### src/rtl/spi_reg_master.sv
// SPI mode-0 register master: 16-bit read/write frames and 8-bit fast commands.
// Define SPI_REG_MASTER_STATUS_EN to capture the slave status byte on rsp_status.
module spi_reg_master #(
  parameter int DIV = 8,
  parameter int GAP = 4
) (
  input  logic       clk,
  input  logic       nrst,
  input  logic       req_valid,
  output logic       req_ready,
  input  logic [1:0] req_cmd,
  input  logic [5:0] req_addr,
  input  logic [7:0] req_wdata,
  output logic       rsp_valid,
  output logic [7:0] rsp_rdata,
  output logic [7:0] rsp_status,
  output logic       busy,
  output logic       sclk,
  output logic       mosi,
  output logic       nss,
  input  logic       miso
);

  localparam logic [2:0] ST_IDLE     = 3'd0;
  localparam logic [2:0] ST_LEAD     = 3'd1;
  localparam logic [2:0] ST_SHIFT_LO = 3'd2;
  localparam logic [2:0] ST_SHIFT_HI = 3'd3;
  localparam logic [2:0] ST_TRAIL    = 3'd4;
  localparam logic [2:0] ST_GAP      = 3'd5;

  localparam int CMAX = (DIV > GAP) ? DIV : GAP;
  localparam int CW   = $clog2(CMAX + 1);
  localparam logic [CW-1:0] DIV_LAST = CW'(DIV - 1);
  // The IDLE cycle that accepts the next request is itself an nss-high cycle,
  // so the GAP state covers GAP-1 cycles to keep the high time at exactly GAP.
  localparam logic [CW-1:0] GAP_LAST = CW'(GAP - 2);

`ifdef SPI_REG_MASTER_STATUS_EN
  localparam int RXW = 16;
`else
  localparam int RXW = 8;
`endif

  logic [2:0]     state_r;
  logic [2:0]     state_nxt_s;
  logic [CW-1:0]  cnt_r;
  logic [3:0]     bit_cnt_r;
  logic [15:0]    tx_r;
  logic [RXW-1:0] rx_r;
  logic           fast_r;
  logic           ready_r;
  logic           busy_r;
  logic           sclk_r;
  logic           nss_r;
  logic           rsp_valid_r;
  logic [7:0]     rsp_rdata_r;
  logic           phase_end_s;
  logic           last_bit_s;

  // Phase termination and final-bit detection
  always_comb begin
    phase_end_s = 1'b0;
    case (state_r)
      ST_LEAD, ST_SHIFT_LO, ST_SHIFT_HI, ST_TRAIL: phase_end_s = (cnt_r == DIV_LAST);
      ST_GAP:                                      phase_end_s = (cnt_r == GAP_LAST);
      default:                                     phase_end_s = 1'b0;
    endcase
    if (fast_r) begin
      last_bit_s = (bit_cnt_r == 4'd7);
    end else begin
      last_bit_s = (bit_cnt_r == 4'd15);
    end
  end

  // Next-state logic
  always_comb begin
    state_nxt_s = state_r;
    case (state_r)
      ST_IDLE:     state_nxt_s = req_valid ? ST_LEAD : ST_IDLE;
      ST_LEAD:     state_nxt_s = phase_end_s ? ST_SHIFT_LO : ST_LEAD;
      ST_SHIFT_LO: state_nxt_s = phase_end_s ? ST_SHIFT_HI : ST_SHIFT_LO;
      ST_SHIFT_HI: state_nxt_s = phase_end_s ? (last_bit_s ? ST_TRAIL : ST_SHIFT_LO) : ST_SHIFT_HI;
      ST_TRAIL:    state_nxt_s = phase_end_s ? ST_GAP : ST_TRAIL;
      ST_GAP:      state_nxt_s = phase_end_s ? ST_IDLE : ST_GAP;
      default:     state_nxt_s = ST_IDLE;
    endcase
  end

  // State, phase counter and registered bus/handshake outputs
  always_ff @(posedge clk or negedge nrst) begin
    if (!nrst) begin
      state_r <= ST_IDLE;
      cnt_r   <= '0;
      ready_r <= 1'b1;
      busy_r  <= 1'b0;
      sclk_r  <= 1'b0;
      nss_r   <= 1'b1;
    end else begin
      state_r <= state_nxt_s;
      if ((state_nxt_s != state_r) || (state_r == ST_IDLE)) begin
        cnt_r <= '0;
      end else begin
        cnt_r <= cnt_r + CW'(1);
      end
      ready_r <= (state_nxt_s == ST_IDLE);
      busy_r  <= (state_nxt_s != ST_IDLE);
      sclk_r  <= (state_nxt_s == ST_SHIFT_HI);
      nss_r   <= (state_nxt_s == ST_IDLE) || (state_nxt_s == ST_GAP);
    end
  end

  // Request latch, transmit/receive shifting and bit counting
  always_ff @(posedge clk or negedge nrst) begin
    if (!nrst) begin
      tx_r      <= 16'h0000;
      rx_r      <= '0;
      fast_r    <= 1'b0;
      bit_cnt_r <= 4'd0;
    end else begin
      case (state_r)
        ST_IDLE: begin
          if (req_valid) begin
            fast_r    <= (req_cmd == 2'b11);
            bit_cnt_r <= 4'd0;
            if (req_cmd == 2'b10) begin
              tx_r <= {req_cmd, req_addr, req_wdata};
            end else begin
              tx_r <= {req_cmd, req_addr, 8'h00};
            end
          end
        end
        ST_SHIFT_LO: begin
          if (phase_end_s) begin
            rx_r <= {rx_r[RXW-2:0], miso};
          end
        end
        ST_SHIFT_HI: begin
          if (phase_end_s) begin
            bit_cnt_r <= bit_cnt_r + 4'd1;
            if (!last_bit_s) begin
              tx_r <= {tx_r[14:0], 1'b0};
            end
          end
        end
        default: begin
        end
      endcase
    end
  end

`ifdef SPI_REG_MASTER_STATUS_EN
  logic [7:0] rsp_status_r;
`endif

  // Response capture at the end of TRAIL
  always_ff @(posedge clk or negedge nrst) begin
    if (!nrst) begin
      rsp_valid_r  <= 1'b0;
      rsp_rdata_r  <= 8'h00;
`ifdef SPI_REG_MASTER_STATUS_EN
      rsp_status_r <= 8'h00;
`endif
    end else begin
      rsp_valid_r <= 1'b0;
      if ((state_r == ST_TRAIL) && phase_end_s) begin
        rsp_valid_r  <= 1'b1;
        rsp_rdata_r  <= fast_r ? 8'h00 : rx_r[7:0];
`ifdef SPI_REG_MASTER_STATUS_EN
        rsp_status_r <= fast_r ? rx_r[7:0] : rx_r[15:8];
`endif
      end
    end
  end

`ifdef SPI_REG_MASTER_STATUS_EN
  assign rsp_status = rsp_status_r;
`else
  assign rsp_status = 8'h00;
`endif

  assign req_ready = ready_r;
  assign busy      = busy_r;
  assign sclk      = sclk_r;
  assign nss       = nss_r;
  assign mosi      = tx_r[15];
  assign rsp_valid = rsp_valid_r;
  assign rsp_rdata = rsp_rdata_r;

endmodule

### config.mk
export PLATFORM = sky130hd
export DESIGN_NAME = spi_reg_master
export DESIGN_NICKNAME = d
export VERILOG_FILES = /design/src/rtl/spi_reg_master.sv
export SDC_FILE = /design/constraint.sdc
export NUM_CORES = 1
export LEC_CHECK = 0
export ABC_AREA = 1
export BUFFER_PORTS_ARGS = -buffer_cell sky130_fd_sc_hd__clkbuf_2
export CAP_MARGIN = 20
export CORE_UTILIZATION = 55
export DETAILED_ROUTE_END_ITERATION = 16
export GPL_TIMING_DRIVEN = 0
export PLACE_DENSITY = 0.78
export SETUP_SLACK_MARGIN = 0.15
export SLEW_MARGIN = 20
export SYNTH_ARGS = -nofsm -noshare
export SYNTH_HDL_FRONTEND = slang
export SYNTH_SLANG_ARGS = --single-unit
### constraint.sdc
create_clock -name clk -period 2.15 [get_ports clk]
set_input_delay 0.3225 -clock clk [delete_from_list [all_inputs] [get_ports clk]]
set_output_delay 0.3225 -clock clk [all_outputs]
set_load 0.01 [all_outputs]
==> impl_metrics.ini <==
[cts]
clock_sinks = 49
insertion_delay_ns = 0.31
cts_buffers = 5
clockRootBuffer = clkbuf_8
tritoncts = done
cts_htree_levels = 2
postCtsSetupRepairBufs = 0
clk_pin_slew_ns = 0.09
cts_buffer_depth = 2

[power_and_ir_drop]
p_seq_share_pct = 60.0
clkPwrFrac_pct = 36.1
p_int_mw = 1.19
p_leak_nw = 1.39
ir_worst_vdd_mv = 0.467
switching_share_pct = 23.2
p_comb_share_pct = 3.9
power.density_nw_per_um2 = 565
netSwitchingPower_mw = 0.359

[status]
outcome = complete, no violations

[place]
dp.cells = 352
port_buffers = 33
gp_congestion = 0.821
hpwl_um = 3100

[setup_path]
worstSetupPathType = reg2reg
required_ns = 2.34
crit_path_end_kind = flip-flop
arrival_ns = 2.02
critPathLaunchType = flip-flop
path_max_fanout = 6

[die]
ios = 42
fp.dieW_um = 67.8
die_area_um2 = 4590
coreArea_um2 = 4090
start_util_pct = 58.2
rows = 23
die-height_um = 67.8

[yosys]
synth_edf_count = 0
syn_area_um2 = 2380
syn_inst = 262
avgSynthCellArea_um2 = 9.08
synth-seq-cells = 49
async_flop_share_pct = 100
ys_dominant_reg_cell = dfrtp_1
yosys_warnings = 0
yosys.cell_types.count = 35
ys_seq_area_share_pct = 51.6

[drt]
highest_layer = met4
dr_wl_met3_um = 193
met2_wirelength_um = 2070
routed_wl_um = 4240
num_vias = 1811
post_drt_wl_per_cell_um = 11.8
drc = 0
wl_met1_um = 1920
ant_nets = 0
dr.pass1.iters = 4
initialDrtViolationCount = 108
viasPerCell = 5.03

[timing]
relSlewSlack_pct = 57.1
worst_pin_slew_ns = 0.644
fmax_ghz = 0.547
setup-tns-final_ns = 0
slew_violations = 0
clock_skew_ns = 0.0110
finalHoldViolCount = 0
finalCritPeriodShare_pct = 85.1
rsz0062_at_grt = no
setup_violations = 0
finalCriticalPeriod_ns = 1.83

[global_routing]
grt_max_degree = 50
grt_pass1_vias = 1740
antenna_found_initial = 0
overflow = 0
grt_use_total_pct = 22.7
grt_pass1_wl_um = 7600

[finish]
antenna_cells = 0
layout_commonest_cell = nand2_1
seq_area_um2 = 1230
nets = 331
fillers = 344
syn2layout_area_growth_pct = 14.9
multi_input_area_um2 = 967
final_cell_mix = 59 x nand2_1, 47 x dfrtp_1, 32 x nor2_1, 32 x clkbuf_2, 19 x nand3_1
stdcell_count = 360
drive_gt1_share_pct = 26.8

[run]
maxCapViolCount = 0

[hold_path]
worstHoldPathType = in2async
## cell type report
type	count	area share [%]
flip-flops and latches	49	44.9
well taps	50	2.29
inverters	22	3.16
repair buffers	33	6.13
plain buffers	17	4.67
multi-input cells	181	35.4
clock inverters	3	0.915
clock buffers	5	2.52
## registers in the layout (all words and copies together), names as in the netlist
| name | count |
|---|---|
| sclk | 1 |
| cnt_r | 4 |
| tx_r | 16 |
| rsp_valid | 1 |
| nss | 1 |
| fast_r | 1 |
| rsp_rdata | 8 |
| req_ready | 1 |
| rx_r | 8 |
| bit_cnt_r | 4 |
| busy | 1 |
| state_r | 3 |
## stage by stage
stage               setup WS [ns]  total power, mW  hold WS [ns]  area (µm²)  utilization, %
finish                      0.321             1.55        0.0519        2730            66.9
floorplan                   0.518            0.969        0.0269        2410               -
detailed placement          0.367             1.01         0.414        2640            64.5
CTS                         0.317             1.56        0.0778        2730            66.8
global placement            0.385             1.01         0.464        2630            64.5
global route                0.155             1.60         0.110        2730            66.9
## kinds of logic (layout without fill, tap and decap cells)
| kind of cell | Yosys count | count (layout) | share of synthesized area, % |
|---|---|---|---|
| AND/OR/NAND/NOR | 126 | 126 | 24.2 |
| other | 1 | 8 | 0.158 |
| flip-flops | 49 | 49 | 51.6 |
| multiplexers | 6 | 6 | 3.63 |
| AO/OA/AOI/OAI | 36 | 36 | 9.36 |
| buffers and inverters | 39 | 80 | 8.83 |
| XOR/XNOR | 3 | 3 | 1.10 |
| adder cells (fa/ha/maj) | 2 | 2 | 1.05 |
## worst paths after layout
| check | from | cells past startpoint | slack [ns] | endpoint |
|---|---|---|---|---|
| setup / recovery | state_r[1] | 12 | 0.32 | cnt_r[1] |
| hold / removal | nrst | 1 | 0.05 | state_r[1] |
| setup reg to reg | state_r[1] | 12 | 0.32 | cnt_r[1] |
| hold reg to reg | rsp_rdata[7] | 2 | 0.49 | rsp_rdata[7] |
| max in group asynchronous | nrst | 1 | 1.66 | cnt_r[2] |
| min in group clk | req_addr[3] | 3 | 0.25 | tx_r[11] |
## layer usage
layer | track usage [%] | up-vias
li1 | - | 932
met3 | 5.57 | 6
met1 | 27.3 | 830
met4 | 7.03 | 0
met5 | 0 | -
met2 | 39.6 | 43
## worst max-delay path, cell delays in order (launching register included)
cell	delay, ns
dfrtp_1	0.46
inv_2	0.14
nand3_1	0.12
nand2_1	0.10
nand2_2	0.11
nand2_4	0.12
inv_2	0.05
nand2_2	0.09
nand2_1	0.07
nor2_1	0.14
nand2_1	0.07
nand3_1	0.19
nor2_1	0.07
## cells in the mapped netlist, drive strengths merged (3+ instances only)
| library cell | instances | share of area, % |
|---|---|---|
| nand3 | 21 | 5.2 |
| buf | 16 | 5.2 |
| inv | 21 | 3.3 |
| o21ai | 14 | 2.9 |
| a31oi | 15 | 3.9 |
| nand2 | 65 | 11 |
| mux2 | 6 | 3.6 |
| dfrtp | 47 | 49 |
| nor2 | 34 | 6.0 |
| a21oi | 4 | 1.3 |
| nand4 | 3 | 0.79 |
## timing repair
| action | 4_1_cts | 5_1_grt |
|---|---|---|
| resized for setup | 0 | 1 |
| hold buffers | 0 | 0 |
| hold endpoints to repair | 0 | 0 |
| setup endpoints to repair | 0 | 3 |
## power groups by stage
stage | Sequential [mW] | Clock (mW) | Combinational [mW]
floorplan | 0.945 | 0 | 0.0240
global route | 0.929 | 0.603 | 0.0690
CTS | 0.928 | 0.567 | 0.0613
detailed placement | 0.946 | 0 | 0.0612
global placement | 0.946 | 0 | 0.0597
finish | 0.928 | 0.558 | 0.0600
Power figures use the tool's default switching activity.
